[src/rtl/config_chain_loader.sv]
// Serial loader: host words go onto the tile config chain LSB-first, then one set strobe; chain tail is captured as readback words.
// Latency: a word accepted in cycle t is shifted in cycles t+1..t+WORD_W; set follows the last chain bit by one cycle.
// Backpressure: s_ready is high only in LOAD. A host stall holds cen low and freezes the chain position.
module config_chain_loader #(
    parameter int WORD_W    = 32,
    parameter int CHAIN_LEN = 1024,
    parameter int CNT_W     = $clog2(CHAIN_LEN + 1),
    parameter int IDX_W     = $clog2(WORD_W + 1)
) (
    input  logic              clk,
    input  logic              rst,
    input  logic              start,
    input  logic              s_valid,
    output logic              s_ready,
    input  logic [WORD_W-1:0] s_data,
    output logic              cen,
    output logic              shift_out,
    output logic              set_out,
    input  logic              chain_return,
    output logic [WORD_W-1:0] rd_data,
    output logic              rd_valid,
    output logic              busy,
    output logic              done,
    output logic              err
);

    typedef enum logic [2:0] {
        ST_IDLE  = 3'd0,
        ST_LOAD  = 3'd1,
        ST_SHIFT = 3'd2,
        ST_SET   = 3'd3,
        ST_DONE  = 3'd4
    } state_t;

    state_t            state;
    state_t            state_nxt;
    logic [WORD_W-1:0] word_buf;
    logic [IDX_W-1:0]  idx;
    logic [CNT_W-1:0]  bit_cnt;
    logic              word_take;
    logic              last_bit;
    logic              last_idx;

    assign word_take = s_valid && s_ready;
    assign last_bit  = (bit_cnt == CNT_W'(CHAIN_LEN - 1));
    assign last_idx  = (idx == IDX_W'(WORD_W - 1));

    always_ff @(posedge clk) begin
        if (!rst) begin
            state <= ST_IDLE;
        end else begin
            state <= state_nxt;
        end
    end

    // The chain-length limit wins over the word boundary, so a partial last word goes straight to SET.
    always_comb begin
        state_nxt = state;
        case (state)
            ST_IDLE: begin
                if (start) state_nxt = ST_LOAD;
            end
            ST_LOAD: begin
                if (word_take) state_nxt = ST_SHIFT;
            end
            ST_SHIFT: begin
                if (last_bit) begin
                    state_nxt = ST_SET;
                end else if (last_idx) begin
                    state_nxt = ST_LOAD;
                end
            end
            ST_SET: begin
                state_nxt = ST_DONE;
            end
            ST_DONE: begin
                if (start) state_nxt = ST_LOAD;
            end
            default: state_nxt = ST_IDLE;
        endcase
    end

    always_comb begin
        s_ready   = 1'b0;
        cen       = 1'b0;
        shift_out = 1'b0;
        set_out   = 1'b0;
        busy      = 1'b0;
        done      = 1'b0;
        case (state)
            ST_LOAD: begin
                s_ready = 1'b1;
                busy    = 1'b1;
            end
            ST_SHIFT: begin
                cen       = 1'b1;
                shift_out = word_buf[0];
                busy      = 1'b1;
            end
            ST_SET: begin
                cen     = 1'b1;
                set_out = 1'b1;
                busy    = 1'b1;
            end
            ST_DONE: begin
                done = 1'b1;
            end
            default: ;
        endcase
    end

    // chain_return is captured on the same edge that clocks the chain, so it reflects the tail bit of this cen cycle.
    always_ff @(posedge clk) begin
        if (!rst) begin
            word_buf <= '0;
            idx      <= '0;
            bit_cnt  <= '0;
            rd_data  <= '0;
            rd_valid <= 1'b0;
            err      <= 1'b0;
        end else begin
            rd_valid <= 1'b0;
            err      <= start && busy;
            case (state)
                ST_IDLE, ST_DONE: begin
                    if (start) bit_cnt <= '0;
                end
                ST_LOAD: begin
                    if (word_take) begin
                        word_buf <= s_data;
                        idx      <= '0;
                        rd_data  <= '0;
                    end
                end
                ST_SHIFT: begin
                    word_buf <= word_buf >> 1;
                    rd_data  <= rd_data | (WORD_W'(chain_return) << idx);
                    idx      <= idx + 1'b1;
                    bit_cnt  <= bit_cnt + 1'b1;
                    if (last_bit || last_idx) rd_valid <= 1'b1;
                end
                default: ;
            endcase
        end
    end

endmodule

[config.mk]
export PLATFORM = sky130hd
export DESIGN_NAME = config_chain_loader
export DESIGN_NICKNAME = d
export VERILOG_FILES = /design/src/rtl/config_chain_loader.sv
export SDC_FILE = /design/constraint.sdc
export NUM_CORES = 1
export LEC_CHECK = 0
export CAP_MARGIN = 0
export CORE_MARGIN = 4
export CORE_UTILIZATION = 35
export CTS_BUF_LIST = sky130_fd_sc_hd__clkbuf_16
export DETAILED_ROUTE_END_ITERATION = 6
export PLACE_DENSITY = 0.67
export SKIP_CTS_REPAIR_TIMING = 1
export SYNTH_ARGS = -nofsm -noshare
export SYNTH_HDL_FRONTEND = slang
export SYNTH_SLANG_ARGS = --single-unit
[constraint.sdc]
create_clock -name clk -period 5.2 [get_ports clk]
set_input_delay 0.78 -clock clk [delete_from_list [all_inputs] [get_ports clk]]
set_output_delay 0.78 -clock clk [all_outputs]
set_load 0.02 [all_outputs]
==> impl_results.md, run 1 <==
* Outcome: complete, no violations
* Clk pin slew, worst setup/hold paths at around 60 ps
* Post-synth EDFFs at 0
* Total CTS buffers at 9
* TritonCTS clock tree: done
* Delay-heaviest family, CP: simple AND/OR/NAND/NOR gates
* P_int at 1.135 mW
* Sequential area share after synthesis at 49.69%
* Switch Pwr at 376.9 uW
* Worst-Skew Late Latency at 330 ps
* Slowest CP cell: nand2_1
* Final hold viol count at 0
* Top_reg_cell synth: dfxtp_1
* Largest net degree at the start of global routing at 37
* Sequential Power Share at a little under half
* Setup Crit Path Kind: in2reg
* Die H at around 110 um
* Mapped Cells at 392
* Per-cell routed wire length at 13.96 um
* Synth Cell Area at approximately 3500 um^2
* Async SR Flop Fraction at 0%
* Nets at 492
* Comb power frac at 10.7%
* RSZ-0062 raised after global routing: no
* Total track usage at 14.77%
* Leakage power at 1.619 nW
* CTS Sinks at 86
* Starting DRT DRC Count at 155
* Most common cell after layout, fill and taps aside: dfxtp_1
* Leading area contributor after synthesis: dfxtp_1
* Router iterations before antenna repair at 4
* Port Buffers at 76
* DRT Wirelength at slightly above 8 mm
* Vias in the first global route at about 2900
* Core area at 9684 um^2
* FP Rows at 36
* Worst hold endpoint: rd_data[4]$_SDFFE_PN0P_
* Gpl congestion at 0.7731
* Max Clk Rate at 0.3260 GHz
* Power Total at about 1.5 mW
* Ys Warns at 0
* DRT antenna net count at 0
* Dpl hpwl at 5.615 mm
* FF-to-FF Start: state[0]$_SDFFE_PN0P_
* Syn nets at 431
* CP Launch Type: input port
* Slew @ Worst Pin at 1123 ps
* Worst Path Required at 5380 ps
* Layout cell share with drive strength beyond 1 at 5.240%
* Final setup violation count at 0
* Non-filler cells, final at 591
* Area delta synth->final at 33.23%
* Final worst path period share at 58.99%
* Fin Clk Skew at between 6 and 7 ps
* Max clock buf depth at 2
* Top-area cell type share of the netlist area at 49.69%
* H-tree depth at 3
* Most frequent cells in the layout: dfxtp_1, clkdlybuf4s50_1, nor2_1, nand2_1, a21oi_1
* Vias at 3053
* Die area at 11550 um^2
* Placed insts at 575
* Hold Startpoint: rd_data[4]$_SDFFE_PN0P_
* Reg2reg path depth at 3
* Critical Path AT at between 3000 and 4000 ps
* Clk pwr share at 42.6%
* Hold depth at 2
* Worst Hold Class: reg2reg
* Crit-path cells: clkdlybuf4s50_1 > nand4bb_1 > nand2_1 > a31oi_1
* Worst Setup End Kind: flop
* Crit path time final at slightly above 3000 ps
* Crit Path Max Fanout at 24
* Power Dens Cells at about 330 nW/um^2
* Initial antenna violation count at 0
* Initial Util at 35.78%
* Flop2flop setup slack at 2470 ps
* FF+latch count, synth at 86
* RR Endpoint: idx[4]$_SDFFE_PN0P_
* Worst rel slew slack at 24.99%
* Global-route wire length before repair at ~14 mm
* N_diodes at 0
* Largest stage delay, worst path at 930 ps
* Die Width at 107.5 um
* Grt ovf at 0
* IO Count at 77
* Yosys cell types at 45
* TNS Setup at 0 ps
* Slew Limit Fails at 0
* Sw Ratio at 24.93%
* CP Buf/Inv Count at 1
* Max Cap Viol at 0
* Worst VDD drop at 0.1862 mV
* Drt drc at 0
* DR vias/cell at ~5.2
* Syn avg cell area at 8.838 um^2
* Top cells by area, synth: dfxtp_1, nor2_1, a22o_1, o221ai_1, a21oi_1
* Hold slack at about 450 ps
* CTS Root Cell: clkbuf_16
-- synthesized netlist by cell type, types with 2 or more instances --
| library cell | instances |
|---|---|
| a21oi_1 | 27 |
| a22o_1 | 21 |
| a22oi_1 | 16 |
| a311oi_1 | 4 |
| a31oi_1 | 4 |
| a32o_1 | 4 |
| and2_1 | 3 |
| and3_1 | 5 |
| and4_1 | 2 |
| buf_2 | 5 |
| clkbuf_1 | 24 |
| dfxtp_1 | 86 |
| ha_1 | 2 |
| inv_1 | 3 |
| nand2_1 | 36 |
| nand2b_1 | 6 |
| nand3_1 | 10 |
| nand3b_1 | 3 |
| nand4_1 | 5 |
| nor2_1 | 62 |
| nor2b_1 | 4 |
| nor3_1 | 5 |
| nor3b_1 | 3 |
| o21ai_0 | 3 |
| o21ai_1 | 10 |
| o221ai_1 | 18 |
| or3_1 | 3 |
-- stage by stage --
stage / util, % / instance area (um^2) / setup slack [ps]
6_report: 47.66 / 4616 / 2132
5_1_grt: 47.66 / 4616 / 1814
4_1_cts: 47.66 / 4616 / 2035
3_5_place_dp: 44.52 / 4312 / 1652
3_3_place_gp: 44.52 / 4312 / 1784
2_1_floorplan: - / 3465 / 3051
-- cells by family (layout without fill, tap and decap cells) --
| kind of cell | Yosys count | in the layout | synth area share, % |
|---|---|---|---|
| AND/OR/NAND/NOR | 155 | 155 | 21.67 |
| AO/OA/AOI/OAI | 113 | 113 | 23.40 |
| flip-flops | 86 | 86 | 49.69 |
| buffers and inverters | 35 | 101 | 4.189 |
| adder cells (fa/ha/maj) | 2 | 2 | 0.7222 |
| multiplexers | 1 | 1 | 0.3250 |
-- final cells by class --
class	instances	area, um^2
timing repair buffer	81	798.3
multi-input combinational	271	1610
fill	914	5069
tap	133	166.4
inverter	4	15.01
clock inverter	7	78.83
sequential	86	1722
clock buffer	9	225.2
-- layer usage --
metal	up-vias	wire length, um	track usage [%]
met3	10	421	2.819
met1	1406	3865	20.68
met4	0	114	5.140
met2	78	3848	22.69
li1	1559	-	-
met5	-	0	0
-- sequential cells by signal (all words and copies together) (netlist names) --
register	cells
state	3
idx	6
err	1
bit_cnt	11
rd_valid	1
rd_data	32
word_buf	32
-- worst reg2reg max path, cell delays in order (launching register included) --
cell,delay [ps]
dfxtp_1,580
nand4bb_1,910
nand2_1,930
a31oi_1,160
-- worst max path at each step --
| stage | start | endpoint | slack [ps] | cells after the start |
|---|---|---|---|---|
| after global placement | s_valid | idx[4]$_SDFFE_PN0P_ | 1780 | 4 |
| after global routing | s_valid | word_buf[11]$_SDFFE_PN0P_ | 1810 | 5 |
| after floorplan | state[2]$_SDFFE_PN0P_ | shift_out | 3050 | 4 |
| final | s_valid | idx[4]$_SDFFE_PN0P_ | 2130 | 4 |
| after detailed placement | s_valid | idx[4]$_SDFFE_PN0P_ | 1650 | 4 |
| after CTS | s_valid | idx[4]$_SDFFE_PN0P_ | 2040 | 4 |
-- power by group through the flow --
| stage | Combinational [mW] | Clock [mW] | Sequential [mW] |
|---|---|---|---|
| global placement | 0.159 | 0 | 0.720 |
| global route | 0.181 | 0.685 | 0.710 |
| floorplan | 0.105 | 0 | 0.714 |
| finish | 0.161 | 0.644 | 0.706 |
| CTS | 0.164 | 0.655 | 0.706 |
| detailed placement | 0.163 | 0 | 0.721 |
No activity file was read; power rests on OpenSTA's default activity.
==> run 2, diff against run 1 <==
==> constraint.sdc (replaced) <==
create_clock -name clk -period 3.2 [get_ports clk]
set_input_delay 0.48 -clock clk [delete_from_list [all_inputs] [get_ports clk]]
set_output_delay 0.48 -clock clk [all_outputs]
set_load 0.02 [all_outputs]
==> run 2 against run 1 <==
  * Clock-buffer cell count did not move
  * Utilization rose by 0.32 points
  * Via count up 0.72%
  * Clock power grew 69%
  * Critical path type is now reg2reg
  * Highest routed layer unchanged
==> impl_results.md, run 2 (same netlist as run 1, synthesis figures left out) <==
* Worst rel slew slack at 24.97%
* Grt ovf at 0
* Crit Path Max Fanout at 34
* Final hold viol count at 0
* Worst Path Required at 3420 ps
* IO Count at 77
* Clk pin slew, worst setup/hold paths at approximately 70 ps
* Initial antenna violation count at 0
* Die area at 11550 um^2
* Critical Path AT at 2890 ps
* Final worst path period share at 83.44%
* TNS Setup at 0 ps
* Layout cell share with drive strength beyond 1 at under 10%
* DRT Wirelength at ~8.5 mm
* DRT antenna net count at 0
* Max clock buf depth at 2
* TritonCTS clock tree: done
* Hold slack at ~460 ps
* Vias in the first global route at 3038
* DR vias/cell at 5.177
* Initial Util at 35.78%
* Per-cell routed wire length at 14.35 um
* Final setup violation count at 0
* Crit path time final at ~2700 ps
* Leakage power at 1.635 nW
* Max Cap Viol at 0
* Router iterations before antenna repair at 4
* Slew Limit Fails at 0
* Vias at 3075
* Power Dens Cells at 538.7 nW/um^2
* Drt drc at 0
* Port Buffers at 76
* Setup Crit Path Kind: reg2reg
* CP Launch Type: flop
* Nets at 495
* Slew @ Worst Pin at 1125 ps
* Most frequent cells in the layout: dfxtp_1, clkdlybuf4s50_1, nor2_1, nand2_1, a21oi_1
* N_diodes at 0
* Total CTS buffers at 9
* Core area at 9684 um^2
* H-tree depth at 3
* Dpl hpwl at 5.837 mm
* Die Width at 107.5 um
* Largest net degree at the start of global routing at 36
* Worst Hold Class: reg2reg
* FP Rows at 36
* Area delta synth->final at 34.13%
* Total track usage at between 15 and 20%
* Outcome: complete, no violations
* Worst VDD drop at 0.3038 mV
* Worst Setup End Kind: flop
* CTS Root Cell: clkbuf_16
* CTS Sinks at 86
* Global-route wire length before repair at 14.67 mm
* Largest regs: rd_data: 32 flops, word_buf: 32 flops, bit_cnt: 11 flops
* Fin Clk Skew at between 8 and 9 ps
* Max Clk Rate at 0.3745 GHz
* Fillers at between 900 and 1000
* Gpl congestion at 0.7963
* Starting DRT DRC Count at 210
* RSZ-0062 raised after global routing: no
* Most common cell after layout, fill and taps aside: dfxtp_1
* Die H at 107.5 um
* Worst-Skew Late Latency at 330 ps
==> run 2: cell types whose count changed in the layout (fill, tap and decap cells not counted) <==
cell and delta:
inv_6 -1, inv_8 +2, clkinvlp_4 +1, clkinv_1 -1
clkinv_4 -1, buf_4 +3
==> run 2: cell type report <==
cell class                      count  area, um^2  share of cell area (%)
Multi-Input combinational cell    271        1610                   34.65
Tap cell                          133       166.4                   3.581
Sequential cell                    86        1722                   37.05
Inverter                            4       15.01                  0.3231
Clock buffer                        9       225.2                   4.847
Clock inverter                      7       87.58                   1.885
Timing Repair Buffer               84       820.8                   17.66
==> run 2: metrics by stage <==
step           worst slack (ps)  instances  cell area [um^2]  power, mW  util, %
2_1_floorplan              1351        392              3465      1.331        -
3_3_place_gp              607.3        578              4334      1.435    44.75
3_5_place_dp              527.6        578              4334      1.443    44.75
4_1_cts                   513.1        594              4647      2.528    47.98
5_1_grt                   195.1        594              4647      2.617    47.98
6_report                  529.8        594              4647      2.503    47.98
==> run 2: worst paths after layout <==
kind                                   from                        end  slack [ps]  cells past startpoint
setup / recovery      state[2]$_SDFFE_PN0P_  word_buf[13]$_SDFFE_PN0P_         530                      4
hold / removal    word_buf[26]$_SDFFE_PN0P_  word_buf[26]$_SDFFE_PN0P_         460                      2
setup reg to reg      state[2]$_SDFFE_PN0P_  word_buf[13]$_SDFFE_PN0P_         530                      4
hold reg to reg   word_buf[26]$_SDFFE_PN0P_  word_buf[26]$_SDFFE_PN0P_         460                      2
==> run 2: routing by layer <==
layer	global-route usage (%)	vias up	wire (um)
met1	20.43	1439	3974
met5	0	-	0
met3	3.359	7	387
met2	25.31	68	4059
met4	5.050	0	102
li1	-	1561	-
==> run 2: worst max-delay path: stages (launching register included) <==
cell,delay [ps]
dfxtp_1,580
or3b_1,940
nand2_1,710
nor2_1,260
nor2_1,60
==> run 2: where the power goes <==
group	switching, mW	leakage [nW]	internal [mW]
registers	0.0315	0.696	1.12
clock network	0.462	0.148	0.624
logic	0.152	0.790	0.118
total	0.645	1.63	1.86
